**src/rtl/array_proc_pkg.sv**
```systemverilog
// Shared types and defaults for the array sample-accumulate scheduler.
// sat_add clamps an unsigned sum at a caller-supplied ceiling.
package array_proc_pkg;

  typedef enum logic [1:0] {
    IDLE,
    FILL,
    HOLD
  } state_t;

  localparam int DEF_NREQ   = 4;
  localparam int DEF_DATA_W = 8;
  localparam int DEF_DEPTH  = 8;
  localparam int DEF_ACC_W  = 8;

  function automatic logic [31:0] sat_add(
    input logic [31:0] acc,
    input logic [31:0] sample,
    input logic [31:0] max
  );
    logic [32:0] s;
    s = {1'b0, acc} + {1'b0, sample};
    if (s > {1'b0, max})
      sat_add = max;
    else
      sat_add = s[31:0];
  endfunction

endpackage

```
**src/rtl/array_proc_sched_rr_arbiter.sv**
```systemverilog
// Combinational round-robin arbiter: grants the first
// active request at or after ptr, wrapping around.
module rr_arbiter #(
  parameter int NREQ = 4,
  parameter int PW   = $clog2(NREQ)
) (
  input  logic [NREQ-1:0] req,
  input  logic [PW-1:0]   ptr,
  output logic [NREQ-1:0] gnt,
  output logic [PW-1:0]   gnt_idx
);

  logic found;
  int   idx;

  always_comb begin
    gnt     = '0;
    gnt_idx = '0;
    found   = 1'b0;
    idx     = 0;
    for (int k = 0; k < NREQ; k++) begin
      idx = int'(ptr) + k;
      if (idx >= NREQ)
        idx = idx - NREQ;
      if (!found && req[idx]) begin
        found    = 1'b1;
        gnt[idx] = 1'b1;
        gnt_idx  = PW'(idx);
      end
    end
  end

endmodule

```
**src/rtl/array_proc_sched.sv**
```systemverilog
// Round-robin shared sample accumulator emitting DEPTH-sample frame sums.
// Define ARRAY_SCHED_SAT_EN to clamp the sum instead of wrapping.
module array_proc_sched
  import array_proc_pkg::*;
#(
  parameter int NREQ   = DEF_NREQ,
  parameter int DATA_W = DEF_DATA_W,
  parameter int DEPTH  = DEF_DEPTH,
  parameter int ACC_W  = DEF_ACC_W
) (
  input  logic                     clk,
  input  logic                     rst,
  input  logic                     en,
  input  logic [NREQ-1:0]          req,
  input  logic [NREQ*DATA_W-1:0]   req_data,
  output logic [NREQ-1:0]          gnt,
  output logic [ACC_W-1:0]         frame_sum,
  output logic                     frame_valid,
  input  logic                     frame_ready,
  output logic [$clog2(DEPTH)-1:0] frame_idx
);

  localparam int PW = $clog2(NREQ);
  localparam int IW = $clog2(DEPTH);

  state_t            state_q, state_d;
  logic [ACC_W-1:0]  acc_q, acc_d;
  logic [ACC_W-1:0]  sum_q, sum_d;
  logic [IW-1:0]     idx_q, idx_d;
  logic [PW-1:0]     ptr_q, ptr_d;
  logic              valid_q, valid_d;

  logic [NREQ-1:0]   arb_gnt;
  logic [PW-1:0]     arb_idx;
  logic [DATA_W-1:0] sample;
  logic [ACC_W-1:0]  acc_add;
  logic              accept;
  logic              last;

  rr_arbiter #(
    .NREQ (NREQ),
    .PW   (PW)
  ) u_arb (
    .req     (req),
    .ptr     (ptr_q),
    .gnt     (arb_gnt),
    .gnt_idx (arb_idx)
  );

`ifdef ARRAY_SCHED_SAT_EN
  localparam logic [31:0] ACC_MAX = 32'({ACC_W{1'b1}});
  always_comb begin
    sample  = req_data[arb_idx*DATA_W +: DATA_W];
    acc_add = ACC_W'(sat_add(32'(acc_q), 32'(sample), ACC_MAX));
  end
`else
  always_comb begin
    sample  = req_data[arb_idx*DATA_W +: DATA_W];
    acc_add = acc_q + ACC_W'(sample);
  end
`endif

  // Grants only leave the block while collecting; HOLD back-pressures.
  assign gnt    = (state_q == FILL) ? arb_gnt : '0;
  assign accept = |gnt;
  assign last   = (idx_q == IW'(DEPTH-1));

  always_ff @(posedge clk or posedge rst) begin
    if (rst) begin
      state_q <= IDLE;
      acc_q   <= '0;
      sum_q   <= '0;
      idx_q   <= '0;
      ptr_q   <= '0;
      valid_q <= 1'b0;
    end else begin
      state_q <= state_d;
      acc_q   <= acc_d;
      sum_q   <= sum_d;
      idx_q   <= idx_d;
      ptr_q   <= ptr_d;
      valid_q <= valid_d;
    end
  end

  always_comb begin
    state_d = state_q;
    acc_d   = acc_q;
    sum_d   = sum_q;
    idx_d   = idx_q;
    ptr_d   = ptr_q;
    valid_d = valid_q;
    unique case (state_q)
      IDLE: begin
        if (en)
          state_d = FILL;
      end
      FILL: begin
        if (accept) begin
          acc_d = acc_add;
          if (arb_idx == PW'(NREQ-1))
            ptr_d = '0;
          else
            ptr_d = arb_idx + 1'b1;
          if (last) begin
            idx_d   = '0;
            sum_d   = acc_add;
            valid_d = 1'b1;
            state_d = HOLD;
          end else begin
            idx_d = idx_q + 1'b1;
          end
        end
      end
      HOLD: begin
        if (frame_ready) begin
          valid_d = 1'b0;
          acc_d   = '0;
          state_d = en ? FILL : IDLE;
        end
      end
      default: state_d = IDLE;
    endcase
  end

  assign frame_sum   = sum_q;
  assign frame_valid = valid_q;
  assign frame_idx   = idx_q;

endmodule

```
**config.mk**
```make
export PLATFORM = sky130hd
export DESIGN_NAME = array_proc_sched
export DESIGN_NICKNAME = d
export VERILOG_FILES = /design/src/rtl/array_proc_pkg.sv /design/src/rtl/array_proc_sched_rr_arbiter.sv /design/src/rtl/array_proc_sched.sv
export SDC_FILE = /design/constraint.sdc
export NUM_CORES = 1
export LEC_CHECK = 0
export ABC_CLOCK_PERIOD_IN_PS = 6450
export CORE_MARGIN = 2
export CORE_UTILIZATION = 45
export CTS_CLUSTER_SIZE = 40
export DETAILED_ROUTE_END_ITERATION = 10
export PLACE_DENSITY_LB_ADDON = 0.3
export SLEW_MARGIN = 20
export SYNTH_ARGS = -nofsm -noshare
export SYNTH_HDL_FRONTEND = slang
export SYNTH_SLANG_ARGS = --single-unit
```
**constraint.sdc**
```tcl
create_clock -name clk -period 6.45 [get_ports clk]
set_clock_uncertainty 0.1 [all_clocks]
set_input_delay 1.29 -clock clk [delete_from_list [all_inputs] [get_ports clk]]
set_output_delay 1.29 -clock clk [all_outputs]
set_load 0.05 [all_outputs]
```
==> results.py, run 1 <==
metrics = {
    "run_status": {
        "status": "complete, no violations",
    },
    "grt": {
        "antenna_found_initial": 0,
        "grt_pass1_vias": 1759,
        "grt_max_degree": 27,
        "grtUsageTotal": 0.199,
        "grt-ovfl-total": 0,
        "grt_pass1_wl_um": 8220,
    },
    "placement": {
        "portBuffers": 55,
        "dp_hpwl_um": 3790,
        "globalplace.congestion": 0.933,
        "pre_cts_ws_ns": 0.469,
    },
    "cts": {
        "hold_buffers": 0,
        "cts_made_buffers": 3,
        "htree_levels": 1,
        "clk_pin_slew_ns": 0.09,
        "cts_sinks": 24,
        "insertion_delay_ns": 0.28,
        "cts_resized": 0,
        "postCtsSetupRepairBufs": 0,
        "clockBufferDepth": 2,
        "root_buffer": "clkbuf_8",
        "cts_tree": "done",
    },
    "worst_setup_path": {
        "critPathLaunchType": "input port",
        "required_ns": 6.52,
        "worstPathMaxFanout": 12,
        "critical_path_arrival_ns": 5.75,
        "crit_start": "req[1]",
        "crit_chain": "clkdlybuf4s50_1 > mux4_2 > nor2b_1 > nor3_1 > a21oi_2 > mux2i_1 > nand2_1 > and2_1 > ha_1 > a21o_1 > a21oi_1 > o21ai_0 > o41ai_1 > xor2_1 > xnor2_1 > mux2_4",
        "path_class": "input port to register",
        "cpMaxStageDelayCell": "mux4_2",
        "reg2reg_from": "ptr_q[1]",
        "max_stage_delay_ns": 0.62,
        "endpoint_kind": "register",
    },
    "hold_path": {
        "min-delay-start": "acc_q[7]",
        "hp-class": "register to register",
    },
    "yosys": {
        "synth_edf_count": 0,
        "syn_area_per_cell_um2": 9.11,
        "synth-simple-area-share": 0.141,
        "synth_area_leaders": "dfrtp_1, ha_1, mux2i_1",
        "yosysWarnings": 0,
        "syn_inst": 232,
        "synth_flop_cell": "dfrtp_1",
        "syn_nets": 286,
        "synthAdderAreaFrac": 0.0864,
        "yosysTopAreaCellShare": 0.284,
        "async_reset_ff_frac": 1.00,
        "ys_seq_area_frac": 0.284,
        "synth_cell_types": 50,
        "yosysTopAreaCell": "dfrtp_1",
        "synth_compound_area_frac": 0.250,
        "synthMuxAreaShare": 0.150,
        "synth_top_family_by_area": "compound AO/OA/AOI/OAI gates",
        "synth_xor_area_frac": 0.0331,
        "synth.cell_area_um2": 2110,
        "ys_ff_latch": 24,
    },
    "route": {
        "via_per_inst": 5.63,
        "drt_iter0_drc": 96,
        "drc": 0,
        "drt_wl_total_um": 5020,
        "drtPass1Iterations": 4,
        "routedWlPerCell_um": 15.0,
        "num_vias": 1886,
        "ant_nets": 0,
    },
    "flow_run": {
        "maxCapViolCount": 0,
    },
    "sta": {
        "final_max_slew_viol_count": 0,
        "relSlewSlack": 0.437,
        "hold_violations": 0,
        "period_needed_ns": 5.68,
        "finalSetupTns_ns": 0,
        "layout_setup_ws_ns": 0.766,
        "setup_viol": 0,
        "rsz0062_at_grt": "false",
        "tightestPinTransition_ns": 0.839,
        "fmax_ghz": 0.176,
        "fin_crit_sh": 0.881,
    },
    "cells_and_area": {
        "utilization": 0.619,
        "most-common-layout-cells": "clkdlybuf4s50_1, dfrtp_1, o21ai_0",
        "antenna_cells": 0,
        "final_nets": 338,
        "layout-drive-gt1-share": 0.0954,
        "layout_commonest_cell": "clkdlybuf4s50_1",
        "syn2layout_area_growth_pct": 30.2,
    },
    "die": {
        "initial_core_util": 0.476,
        "fp.dieArea_um2": 5260,
        "die_x_um": 72.6,
        "die_h_um": 72.6,
        "core_um2": 4440,
        "rows": 24,
        "num_io_pins": 56,
    },
}
-- layer usage --
metal / wire length (µm) / part of all wire / up-vias / global-route usage
met4: 121 / 0.024 / 0 / 0.0926
met3: 306 / 0.061 / 11 / 0.0333
met2: 2200 / 0.44 / 55 / 0.299
li1: - / - / 955 / -
met1: 2400 / 0.48 / 865 / 0.278
met5: 0 / 0 / - / 0
-- registers in the layout, indices dropped and copies added, names as in the netlist --
register     count
frame_idx        3
frame_valid      1
acc_q            8
ptr_q            2
frame_sum        8
state_q          2
-- final cells by class --
cell class              count  area, µm²
fillers                   390       1690
multi-input cells         183       1400
flip-flops and latches     24        601
repair buffers             60        588
well taps                  52       65.1
clock buffers               4       55.1
inverters                  12       45.0
-- through the flow --
| stage | cell area, µm² | std cells | hold WS, ns |
|---|---|---|---|
| floorplan | 2110 | 232 | 0.374 |
| global placement | 2700 | 331 | 0.394 |
| detailed placement | 2700 | 331 | 0.402 |
| CTS | 2750 | 335 | 0.420 |
| global route | 2750 | 335 | 0.438 |
| finish | 2750 | 335 | 0.416 |
-- kinds of logic after synthesis --
logic type,count (synthesis)
compound gates,78
xor+xnor,8
fa+ha+maj,14
buf+inv,25
flops,24
mux,25
simple gates,58
-- path summary, 6_finish.rpt --
check	end	slack [ns]	cells past startpoint
max in group asynchronous	acc_q[5]	4.58	2
min	acc_q[7]	0.42	1
min in group asynchronous	frame_sum[0]	1.27	2
max	frame_sum[7]	0.77	16
max reg2reg	frame_sum[7]	1.36	17
min reg2reg	acc_q[7]	0.42	1
-- Yosys cell counts, types with 2 or more instances --
| cell | count |
|---|---|
| nor2_1 | 9 |
| and2_1 | 3 |
| o32a_1 | 3 |
| a21boi_0 | 2 |
| a21oi_1 | 20 |
| a21o_1 | 5 |
| nand2_1 | 15 |
| xor2_1 | 2 |
| mux2_4 | 4 |
| clkbuf_1 | 3 |
| mux4_2 | 3 |
| o21ai_0 | 22 |
| buf_2 | 8 |
| nand3_1 | 5 |
| o31ai_1 | 3 |
| a211oi_1 | 6 |
| mux2_2 | 6 |
| inv_1 | 12 |
| dfrtp_1 | 24 |
| nor2b_1 | 9 |
| xnor2_1 | 6 |
| o211ai_1 | 2 |
| mux2i_1 | 11 |
| o22ai_1 | 2 |
| buf_6 | 2 |
| nor3_1 | 5 |
| a22oi_1 | 2 |
| nand2b_1 | 4 |
| ha_1 | 13 |
-- worst max-delay path, delay by kind of cell --
kind	cells	cell delay, ns
compound gates	5	1.39
mux	3	1.13
simple gates	4	0.68
buf+inv	1	0.55
xor+xnor	2	0.40
fa+ha+maj	1	0.27
Power of run 1 is left out: the tool's default activity adds up to more than one toggle a clock period on the data nets, which glitch-free logic cannot reach.
==> run 2, diff against run 1 <==
--- a/config.mk
+++ b/config.mk
@@ -11,6 +11,7 @@
 export CTS_CLUSTER_SIZE = 40
 export DETAILED_ROUTE_END_ITERATION = 10
 export PLACE_DENSITY_LB_ADDON = 0.3
+export SKIP_CTS_REPAIR_TIMING = 1
 export SLEW_MARGIN = 20
 export SYNTH_ARGS = -nofsm -noshare
 export SYNTH_HDL_FRONTEND = slang
==> results of run 2 <==
The final DEF is identical to that of run 1; final timing and power are the same.
Power of run 2 is left out for the same reason.
==> run 3, diff against run 2 <==
--- a/config.mk
+++ b/config.mk
@@ -5,7 +5,7 @@
 export SDC_FILE = /design/constraint.sdc
 export NUM_CORES = 1
 export LEC_CHECK = 0
-export ABC_CLOCK_PERIOD_IN_PS = 6450
+export ABC_CLOCK_PERIOD_IN_PS = 5600
 export CORE_MARGIN = 2
 export CORE_UTILIZATION = 45
 export CTS_CLUSTER_SIZE = 40
==> constraint.sdc (replaced) <==
create_clock -name clk -period 5.6 [get_ports clk]
set_clock_uncertainty 0.1 [all_clocks]
set_input_delay 1.12 -clock clk [delete_from_list [all_inputs] [get_ports clk]]
set_output_delay 1.12 -clock clk [all_outputs]
set_load 0.05 [all_outputs]
==> run 3 against run 2 <==
Net effect:
- wire length decreased by 1.0%
- utilization increased by 0.87 points
- cell count increased by 0.90%
- global-route usage increased by 0.20 points
- die area unchanged
- sequential share of layout area decreased by 0.30 points
- first-iteration DRC count decreased by 29%
- critical path type unchanged
- highest routed layer unchanged
==> results.py, run 3 (same netlist as run 1, synthesis figures left out) <==
metrics = {
    "run_status": {
        "status": "complete, no violations",
    },
    "worst_setup_path": {
        "reg2reg_from": "ptr_q[1]",
        "critPathLaunchType": "input port",
        "crit_chain": "clkdlybuf4s50_1 > mux4_2 > nor2b_1 > nor3_1 > a21oi_2 > buf_4 > nor2b_1 > a211oi_1 > a21oi_1 > ha_1 > a21o_1 > a21oi_1 > o21ai_0 > o41ai_1 > xor2_1 > xnor2_1 > mux2_4",
        "required_ns": 5.66,
        "crit_start": "req[1]",
        "regToRegSetupSlack_ns": 0.91,
        "cp.depth": 17,
        "r2r_end": "frame_sum[7]",
        "endpoint_kind": "register",
        "cpMaxStageDelayCell": "clkdlybuf4s50_1",
        "max_stage_delay_ns": 0.56,
        "worstPathMaxFanout": 11,
        "path_class": "input port to register",
        "cp_num_buf_inv": 2,
        "cpLargestDelayFamily": "compound AO/OA/AOI/OAI gates",
        "critical_path_arrival_ns": 5.18,
        "ff2ff_path_depth": 18,
    },
    "hold_path": {
        "whs_endpoint": "acc_q[7]",
        "hp-class": "register to register",
        "min_path_cells": 1,
        "min-delay-start": "acc_q[7]",
    },
    "grt": {
        "grt_pass1_wl_um": 8520,
        "antenna_found_initial": 0,
        "grt_pass1_vias": 1868,
        "grt_max_degree": 27,
        "grt-ovfl-total": 0,
        "grtUsageTotal": 0.201,
    },
    "route": {
        "drtPass1Iterations": 5,
        "drt_wl_total_um": 4970,
        "drt_iter0_drc": 68,
        "via_per_inst": 5.76,
        "drc": 0,
        "ant_nets": 0,
        "dr_wl_met3_um": 243,
        "met2_length_um": 2230,
        "met1_length_um": 2420,
        "num_vias": 1946,
        "routedWlPerCell_um": 14.7,
        "top_layer": "met4",
    },
    "die": {
        "initial_core_util": 0.476,
        "fp.dieArea_um2": 5260,
        "num_io_pins": 56,
        "rows": 24,
        "die_h_um": 72.6,
        "core_um2": 4440,
        "die_x_um": 72.6,
    },
    "sta": {
        "rsz0062_at_grt": "false",
        "tightestPinTransition_ns": 0.878,
        "fin_crit_sh": 0.914,
        "relSlewSlack": 0.414,
        "hold_violations": 0,
        "final_max_slew_viol_count": 0,
        "setup_viol": 0,
        "finalSetupTns_ns": 0,
        "period_needed_ns": 5.12,
        "fmax_ghz": 0.195,
    },
    "cells_and_area": {
        "antenna_cells": 0,
        "layout-drive-gt1-share": 0.105,
        "final_nets": 341,
        "layout_commonest_cell": "clkdlybuf4s50_1",
        "most-common-layout-cells": "clkdlybuf4s50_1, dfrtp_1, o21ai_0",
        "syn2layout_area_growth_pct": 32.0,
    },
    "cts": {
        "cts_tree": "done",
        "insertion_delay_ns": 0.27,
        "clockBufferDepth": 2,
        "clk_pin_slew_ns": 0.08,
        "cts_made_buffers": 3,
        "cts_sinks": 24,
        "root_buffer": "clkbuf_8",
        "htree_levels": 1,
    },
    "flow_run": {
        "maxCapViolCount": 0,
    },
    "placement": {
        "portBuffers": 55,
        "globalplace.congestion": 0.904,
        "dp_hpwl_um": 3840,
    },
}
run 3: changes by cell type in the layout (fill, tap and decap cells not counted):
cell,delta
inv_1,+1
buf_4,+3
clkinv_1,-1
bufinv_16,+1
clkbuf_8,-1
run 3: final cells by class:
| type | instances | area (µm²) |
|---|---|---|
| Clock buffer | 3 | 41.3 |
| Clock inverter | 1 | 30.0 |
| Inverter | 12 | 45.0 |
| Multi-Input combinational cell | 183 | 1400 |
| Sequential cell | 24 | 601 |
| Fill cell | 383 | 1650 |
| Tap cell | 52 | 65.1 |
| Timing Repair Buffer | 63 | 611 |
run 3: worst max path at each step:
stage | to | slack (ns)
after global routing | frame_sum[7] | 0.06
final | frame_sum[7] | 0.48
after floorplan | frame_sum[7] | 0.53
after CTS | frame_sum[7] | 0.46
after global placement | frame_sum[7] | 0.35
after detailed placement | frame_sum[7] | 0.16
run 3: routing by layer:
| layer | vias up | global-route usage |
|---|---|---|
| met5 | - | 0 |
| met2 | 45 | 0.303 |
| met4 | 0 | 0.0700 |
| met3 | 9 | 0.0306 |
| li1 | 964 | - |
| met1 | 928 | 0.293 |
run 3: stage by stage:
step	hold slack, ns	util	setup slack (ns)	instances	instance area (µm²)
floorplan	0.374	-	0.531	232	2110
global placement	0.397	0.612	0.347	334	2720
detailed placement	0.395	0.612	0.161	334	2720
CTS	0.416	0.628	0.463	338	2790
global route	0.434	0.628	0.0622	338	2790
finish	0.415	0.628	0.481	338	2790
Power of run 3 is left out for the same reason.
